$ cat src/rtl/cdb_wb_arbiter_pkg.sv
// Shared defaults and the common-data-bus record for the Tomasulo writeback path.
package tomasulo_pkg;

  localparam int XLEN_DEF    = 32;
  localparam int TAG_W_DEF   = 4;
  localparam int NUM_REQ_DEF = 4;

  typedef struct packed {
    logic                 valid;
    logic [TAG_W_DEF-1:0] tag;
    logic [XLEN_DEF-1:0]  data;
  } cdb_t;

  // Pointer width that still works for a single requester.
  function automatic int ptr_w(input int n);
    return (n > 1) ? $clog2(n) : 1;
  endfunction

endpackage

$ cat src/rtl/cdb_wb_arbiter_if.sv
// Writeback bus between functional units, the arbiter, the register file and the CDB.
// Handshake: a requester holds req_valid and its payload stable until it sees
// req_ready high at a posedge; valid&ready at that posedge is one transfer.
interface cdb_wb_arbiter_if
  import tomasulo_pkg::*;
#(
  parameter int NUM_REQ = NUM_REQ_DEF,
  parameter int XLEN    = XLEN_DEF,
  parameter int TAG_W   = TAG_W_DEF
);
  logic                           flush;
  logic [NUM_REQ-1:0]             req_valid;
  logic [NUM_REQ-1:0][4:0]        req_rd;
  logic [NUM_REQ-1:0][TAG_W-1:0]  req_tag;
  logic [NUM_REQ-1:0][XLEN-1:0]   req_data;
  logic [NUM_REQ-1:0]             req_ready;
  logic                           rf_we;
  logic [4:0]                     rf_waddr;
  logic [XLEN-1:0]                rf_wdata;
  logic                           cdb_valid;
  logic [TAG_W-1:0]               cdb_tag;
  logic [XLEN-1:0]                cdb_data;

  modport slave (
    input  flush, req_valid, req_rd, req_tag, req_data,
    output req_ready, rf_we, rf_waddr, rf_wdata, cdb_valid, cdb_tag, cdb_data
  );

  modport master (
    output flush, req_valid, req_rd, req_tag, req_data,
    input  req_ready, rf_we, rf_waddr, rf_wdata, cdb_valid, cdb_tag, cdb_data
  );
endinterface

$ cat src/rtl/cdb_wb_arbiter_rr.sv
// Purely combinational round-robin picker: first set request at or after ptr_i, wrapping.
module rr_arbiter #(
  parameter int N     = 4,
  parameter int PTR_W = 2
) (
  input  logic [N-1:0]     req_i,
  input  logic [PTR_W-1:0] ptr_i,
  output logic [N-1:0]     grant_o,
  output logic [PTR_W-1:0] gnt_idx_o,
  output logic             gnt_any_o
);

  always_comb begin
    grant_o   = '0;
    gnt_idx_o = '0;
    gnt_any_o = 1'b0;
    for (int k = 0; k < N; k++) begin
      if (!gnt_any_o && req_i[(int'(ptr_i) + k) % N]) begin
        gnt_any_o                          = 1'b1;
        gnt_idx_o                          = PTR_W'((int'(ptr_i) + k) % N);
        grant_o[(int'(ptr_i) + k) % N]     = 1'b1;
      end
    end
  end

endmodule

$ cat src/rtl/cdb_wb_arbiter.sv
// Writeback arbiter: one functional-unit result per cycle onto the CDB and the
// register-file write port, with round-robin fairness and a squashing flush.
module cdb_wb_arbiter
  import tomasulo_pkg::*;
#(
  parameter int NUM_REQ = NUM_REQ_DEF,
  parameter int XLEN    = XLEN_DEF,
  parameter int TAG_W   = TAG_W_DEF
) (
  input  logic                        clk,
  input  logic                        rst_n,
  cdb_wb_arbiter_if.slave             wb,
  output logic [ptr_w(NUM_REQ)-1:0]   rr_ptr_o
);

  localparam int PTR_W = ptr_w(NUM_REQ);

  logic [PTR_W-1:0]   rr_ptr_q,    rr_ptr_d;
  logic               cdb_valid_q, cdb_valid_d;
  logic [TAG_W-1:0]   cdb_tag_q,   cdb_tag_d;
  logic [XLEN-1:0]    cdb_data_q,  cdb_data_d;
  logic               rf_we_q,     rf_we_d;
  logic [4:0]         rf_waddr_q,  rf_waddr_d;
  logic [XLEN-1:0]    rf_wdata_q,  rf_wdata_d;

  logic [NUM_REQ-1:0] grant;
  logic [PTR_W-1:0]   gnt_idx;
  logic               gnt_any;
  logic               fire;

  rr_arbiter #(.N(NUM_REQ), .PTR_W(PTR_W)) u_rr (
    .req_i     (wb.req_valid),
    .ptr_i     (rr_ptr_q),
    .grant_o   (grant),
    .gnt_idx_o (gnt_idx),
    .gnt_any_o (gnt_any)
  );

  // Ready is gated by reset and flush so no handshake can complete while squashing.
  assign wb.req_ready = (rst_n && !wb.flush) ? grant : '0;
  assign fire         = gnt_any && !wb.flush;

  always_comb begin
    rr_ptr_d    = rr_ptr_q;
    cdb_valid_d = 1'b0;
    cdb_tag_d   = cdb_tag_q;
    cdb_data_d  = cdb_data_q;
    rf_we_d     = 1'b0;
    rf_waddr_d  = rf_waddr_q;
    rf_wdata_d  = rf_wdata_q;
    if (wb.flush) begin
      rr_ptr_d = '0;
    end else if (fire) begin
      rr_ptr_d    = (gnt_idx == PTR_W'(NUM_REQ - 1)) ? '0 : gnt_idx + PTR_W'(1);
      cdb_valid_d = 1'b1;
      cdb_tag_d   = wb.req_tag[gnt_idx];
      cdb_data_d  = wb.req_data[gnt_idx];
      // x0 results still broadcast so waiting stations wake, but never write.
      if (wb.req_rd[gnt_idx] != 5'd0) begin
        rf_we_d    = 1'b1;
        rf_waddr_d = wb.req_rd[gnt_idx];
        rf_wdata_d = wb.req_data[gnt_idx];
      end
    end
  end

  always_ff @(posedge clk or negedge rst_n) begin
    if (!rst_n) begin
      rr_ptr_q    <= '0;
      cdb_valid_q <= 1'b0;
      cdb_tag_q   <= '0;
      cdb_data_q  <= '0;
      rf_we_q     <= 1'b0;
      rf_waddr_q  <= '0;
      rf_wdata_q  <= '0;
    end else begin
      rr_ptr_q    <= rr_ptr_d;
      cdb_valid_q <= cdb_valid_d;
      cdb_tag_q   <= cdb_tag_d;
      cdb_data_q  <= cdb_data_d;
      rf_we_q     <= rf_we_d;
      rf_waddr_q  <= rf_waddr_d;
      rf_wdata_q  <= rf_wdata_d;
    end
  end

  assign wb.cdb_valid = cdb_valid_q;
  assign wb.cdb_tag   = cdb_tag_q;
  assign wb.cdb_data  = cdb_data_q;
  assign wb.rf_we     = rf_we_q;
  assign wb.rf_waddr  = rf_waddr_q;
  assign wb.rf_wdata  = rf_wdata_q;
  assign rr_ptr_o     = rr_ptr_q;

endmodule
$ cat src/flat_wrapper.sv
// flat-port wrapper written by rule: the top's interface ports become plain ports
module cdb_wb_arbiter_flat import tomasulo_pkg::*;
#(
  parameter int NUM_REQ = NUM_REQ_DEF,
  parameter int XLEN    = XLEN_DEF,
  parameter int TAG_W   = TAG_W_DEF
)
  (clk, rst_n, rr_ptr_o, wb_flush, wb_req_valid, wb_req_rd, wb_req_tag, wb_req_data, wb_req_ready, wb_rf_we, wb_rf_waddr, wb_rf_wdata, wb_cdb_valid, wb_cdb_tag, wb_cdb_data);
  cdb_wb_arbiter_if #(.NUM_REQ(NUM_REQ), .XLEN(XLEN), .TAG_W(TAG_W)) wb_i ();
  input  logic clk;
  input  logic rst_n;
  output logic [ptr_w(NUM_REQ)-1:0] rr_ptr_o;
  input wire logic [$bits(wb_i.flush)-1:0] wb_flush;
  input wire logic [$bits(wb_i.req_valid)-1:0] wb_req_valid;
  input wire logic [$bits(wb_i.req_rd)-1:0] wb_req_rd;
  input wire logic [$bits(wb_i.req_tag)-1:0] wb_req_tag;
  input wire logic [$bits(wb_i.req_data)-1:0] wb_req_data;
  output wire logic [$bits(wb_i.req_ready)-1:0] wb_req_ready;
  output wire logic [$bits(wb_i.rf_we)-1:0] wb_rf_we;
  output wire logic [$bits(wb_i.rf_waddr)-1:0] wb_rf_waddr;
  output wire logic [$bits(wb_i.rf_wdata)-1:0] wb_rf_wdata;
  output wire logic [$bits(wb_i.cdb_valid)-1:0] wb_cdb_valid;
  output wire logic [$bits(wb_i.cdb_tag)-1:0] wb_cdb_tag;
  output wire logic [$bits(wb_i.cdb_data)-1:0] wb_cdb_data;
  assign wb_i.flush = wb_flush;
  assign wb_i.req_valid = wb_req_valid;
  assign wb_i.req_rd = wb_req_rd;
  assign wb_i.req_tag = wb_req_tag;
  assign wb_i.req_data = wb_req_data;
  assign wb_req_ready = wb_i.req_ready;
  assign wb_rf_we = wb_i.rf_we;
  assign wb_rf_waddr = wb_i.rf_waddr;
  assign wb_rf_wdata = wb_i.rf_wdata;
  assign wb_cdb_valid = wb_i.cdb_valid;
  assign wb_cdb_tag = wb_i.cdb_tag;
  assign wb_cdb_data = wb_i.cdb_data;
  cdb_wb_arbiter #(.NUM_REQ(NUM_REQ), .XLEN(XLEN), .TAG_W(TAG_W)) u_core (.clk(clk), .rst_n(rst_n), .wb(wb_i), .rr_ptr_o(rr_ptr_o));
endmodule
$ cat config.mk
export PLATFORM = sky130hd
export DESIGN_NAME = cdb_wb_arbiter_flat
export DESIGN_NICKNAME = d
export VERILOG_FILES = /design/src/rtl/cdb_wb_arbiter_pkg.sv /design/src/rtl/cdb_wb_arbiter_if.sv /design/src/rtl/cdb_wb_arbiter_rr.sv /design/src/rtl/cdb_wb_arbiter.sv /design/src/flat_wrapper.sv
export SDC_FILE = /design/constraint.sdc
export NUM_CORES = 1
export LEC_CHECK = 0
export BUFFER_PORTS_ARGS = -buffer_cell sky130_fd_sc_hd__buf_4
export CORE_MARGIN = 8
export CORE_UTILIZATION = 40
export CTS_CLUSTER_SIZE = 14
export DETAILED_ROUTE_END_ITERATION = 8
export GPL_ROUTABILITY_DRIVEN = 0
export HOLD_SLACK_MARGIN = 0.12
export PLACE_DENSITY = 0.77
export SYNTH_ARGS = -nofsm -noshare
export SYNTH_HDL_FRONTEND = slang
export SYNTH_SLANG_ARGS = --single-unit
$ cat constraint.sdc
create_clock -name clk -period 7.75 [get_ports clk]
set_input_delay 0 -clock clk [delete_from_list [all_inputs] [get_ports clk]]
set_output_delay 0 -clock clk [all_outputs]
set_load 0.005 [all_outputs]
==> results.cfg <==
[clock_network]
clock-sinks = 77
clock_path_buffers = 2
root_buffer = clkbuf_16
htreeDepth = 3
cts_buffers = 9
cts_tree = done
clock_latency_ns = 0.33
cts.clk_slew.worst_paths_ns = 0.05

[finish]
fin_util_pct = 64.3
antenna_cells = 0
layout-drive-gt1-share_pct = 31.8
synthToLayoutAreaGrowth_pct = 59.2
fin_nets = 1077

[worst_setup_path]
crit_end = u_core.wb.rf_waddr[4]$_DFFE_PN0P_
crit_path_end_kind = register
path_max_fanout = 61
worst-setup-path-type = reg -> reg
crit_required_ns = 8.01
cp-startpoint = u_core.rr_ptr_o[0]$_DFFE_PN0P_
worst_ep_arrival_time_ns = 6.10
crit_path_start_kind = register
reg2reg_depth = 11
reg2reg_to = u_core.wb.rf_waddr[4]$_DFFE_PN0P_
r2r_setup_slack_ns = 1.92
r2r-start = u_core.rr_ptr_o[0]$_DFFE_PN0P_

[routing]
ant_nets = 0
route.vias.total = 5284
totalWireLength_um = 17200
dr.pass1.iters = 6
vias_per_cell = 5.04
remaining_drc_errors = 0
first_iter_violations = 277
wl_per_cell_um = 16.4

[synth]
ys_ff_latch = 77
synth_most_common_cell = nand2_1
synth_edf_count = 0
syn_inst = 611
ys_types = 47
synth_area_leaders = dfrtp_1, nand2_1, mux2i_1, o21ai_0, nand3_1
syn_area_um2 = 4790
synth_common_cells = nand2_1, dfrtp_1, o21ai_0, mux2i_1, nand3_1
avgSynthCellArea_um2 = 7.84
syn_nets = 789
ys_warn_count = 0
async_flop_share_pct = 100
synth.top_cell.area_share_pct = 40.2
ys.flop_type = dfrtp_1
seq_area_frac_synth_pct = 40.2
synth_largest_area_cell = dfrtp_1

[global_route]
overflow = 0
antenna_found_initial = 0
grt_pass1_vias = 5380
grt_pass1_wl_um = 27400
grtUsageTotal_pct = 21.5
grt_max_degree = 73

[place]
dp_hpwl_um = 12500
io_buffers = 251

[sta]
fmax_ghz = 0.171
min_period_ns = 5.83
rsz0062_at_grt = no
fin_worst_skew_ns = 0.00793
hold_violations = 0
slew_viol_final = 0
slew_headroom_pct = 21.2
timing.setup.tns_ns = 0
period_share_pct = 75.3
worst_pin_slew_ns = 1.18
setup_viol = 0

[power_and_ir_drop]
power_density_nw_per_um2 = 424
peakVddDrop_mv = 0.178
leakagePower_uw = 0.00397

[floorplan]
initial_core_util_pct = 40.4
io-pin-count = 252
die_y_um = 125
die_area_um2 = 15700
die_w_um = 125
fp-row-count = 40
core-area_um2 = 11900

[hold_path]
hold_class = in -> reg

[run_status]
status = complete, no violations

[run]
maxCapViolations = 0
-- cell usage in the layout (no fill, tap or decap), drive strengths merged, types with 4 or more instances in the layout --
master	netlist	layout
dlygate4sd3	0	63
clkinv	0	4
ha	7	7
a22oi	7	7
inv	37	37
o21ai	74	74
nor3	4	4
mux4	4	4
nor2	9	9
nand2b	6	6
nand3	39	39
clkbuf	23	9
buf	21	258
a221oi	4	4
a21oi	6	6
mux2i	41	41
nand2	222	222
dfrtp	77	77
-- state kept, by name, summed over array words and instances (netlist names) --
register,count
u_core.wb.cdb_data,32
u_core.wb.rf_wdata,32
u_core.wb.rf_waddr,5
u_core.wb.cdb_tag,4
u_core.rr_ptr_o,2
u_core.wb.cdb_valid,1
u_core.wb.rf_we,1
-- per-stage QoR --
stage / cells / worst slack [ns] / total power (uW) / hold slack (ns) / instance area (um2)
floorplan: 611 / 4.20 / 1890 / -0.296 / 4790
global placement: 972 / 2.20 / 2580 / -0.0186 / 6720
detailed placement: 972 / 2.09 / 2620 / -0.0235 / 6720
CTS: 1049 / 1.90 / 3250 / 0.121 / 7620
global route: 1049 / 1.52 / 3530 / 0.139 / 7620
finish: 1049 / 1.92 / 3240 / 0.122 / 7620
-- layer usage --
layer	share of wire, %	track usage (%)	up-vias
met5	0	0	-
met1	39	23.6	2447
met2	50	37.7	208
li1	-	-	2592
met3	7.5	6.42	37
met4	3.0	9.38	0
-- kinds of logic after synthesis --
family | Yosys count | synth area share [%]
flip-flops | 77 | 40.2
AO/OA/AOI/OAI | 108 | 14.2
buffers and inverters | 81 | 7.71
XOR/XNOR | 1 | 0.183
multiplexers | 46 | 10.7
AND/OR/NAND/NOR | 291 | 25.2
adder cells (fa/ha/maj) | 7 | 1.83
-- worst min-delay path by stage --
stage / from / to / cells past startpoint
detailed placement: rst_n / u_core.wb.cdb_data[20]$_DFFE_PN0P_ / 1
global placement: rst_n / u_core.wb.cdb_data[20]$_DFFE_PN0P_ / 1
CTS: wb_req_data[109] / u_core.wb.rf_wdata[13]$_DFFE_PN0P_ / 5
floorplan: rst_n / u_core.rr_ptr_o[0]$_DFFE_PN0P_ / 0
finish: wb_req_data[54] / u_core.wb.cdb_data[22]$_DFFE_PN0P_ / 5
global route: wb_req_data[97] / u_core.wb.rf_wdata[1]$_DFFE_PN0P_ / 5
-- cell type report --
class,count,area (um2)
clock buffers,9,225
multi-input cells,453,2520
flip-flops and latches,77,1930
inverters,37,139
well taps,147,184
fillers,998,4240
repair buffers,321,2580
clock inverters,5,53.8
-- where the power goes --
part,switching (uW),internal (uW),total [uW]
Combinational,1110,979,2090
Sequential,134,615,749
Clock,156,244,401
Total,1400,1840,3240
-- critical path, stage by stage, from the launching register on --
cell and delay (ns):
dfrtp_1 0.75, inv_1 0.26, ha_1 0.56, or3b_1 0.44
a2111o_1 0.37, nand3_2 0.15, a2bb2oi_4 0.54, buf_4 0.63
o32ai_1 0.24, o41ai_4 1.04, a32o_1 0.22, dlygate4sd3_1 0.55
-- what timing repair did --
item | in CTS | in global routing
hold buffers | 63 | 0
setup buffers | 0 | 0
endpoints found under the hold margin | 66 | 0
gates resized for setup | 0 | 0
endpoints found under the setup margin | 0 | 0
Power figures use the tool's default switching activity.
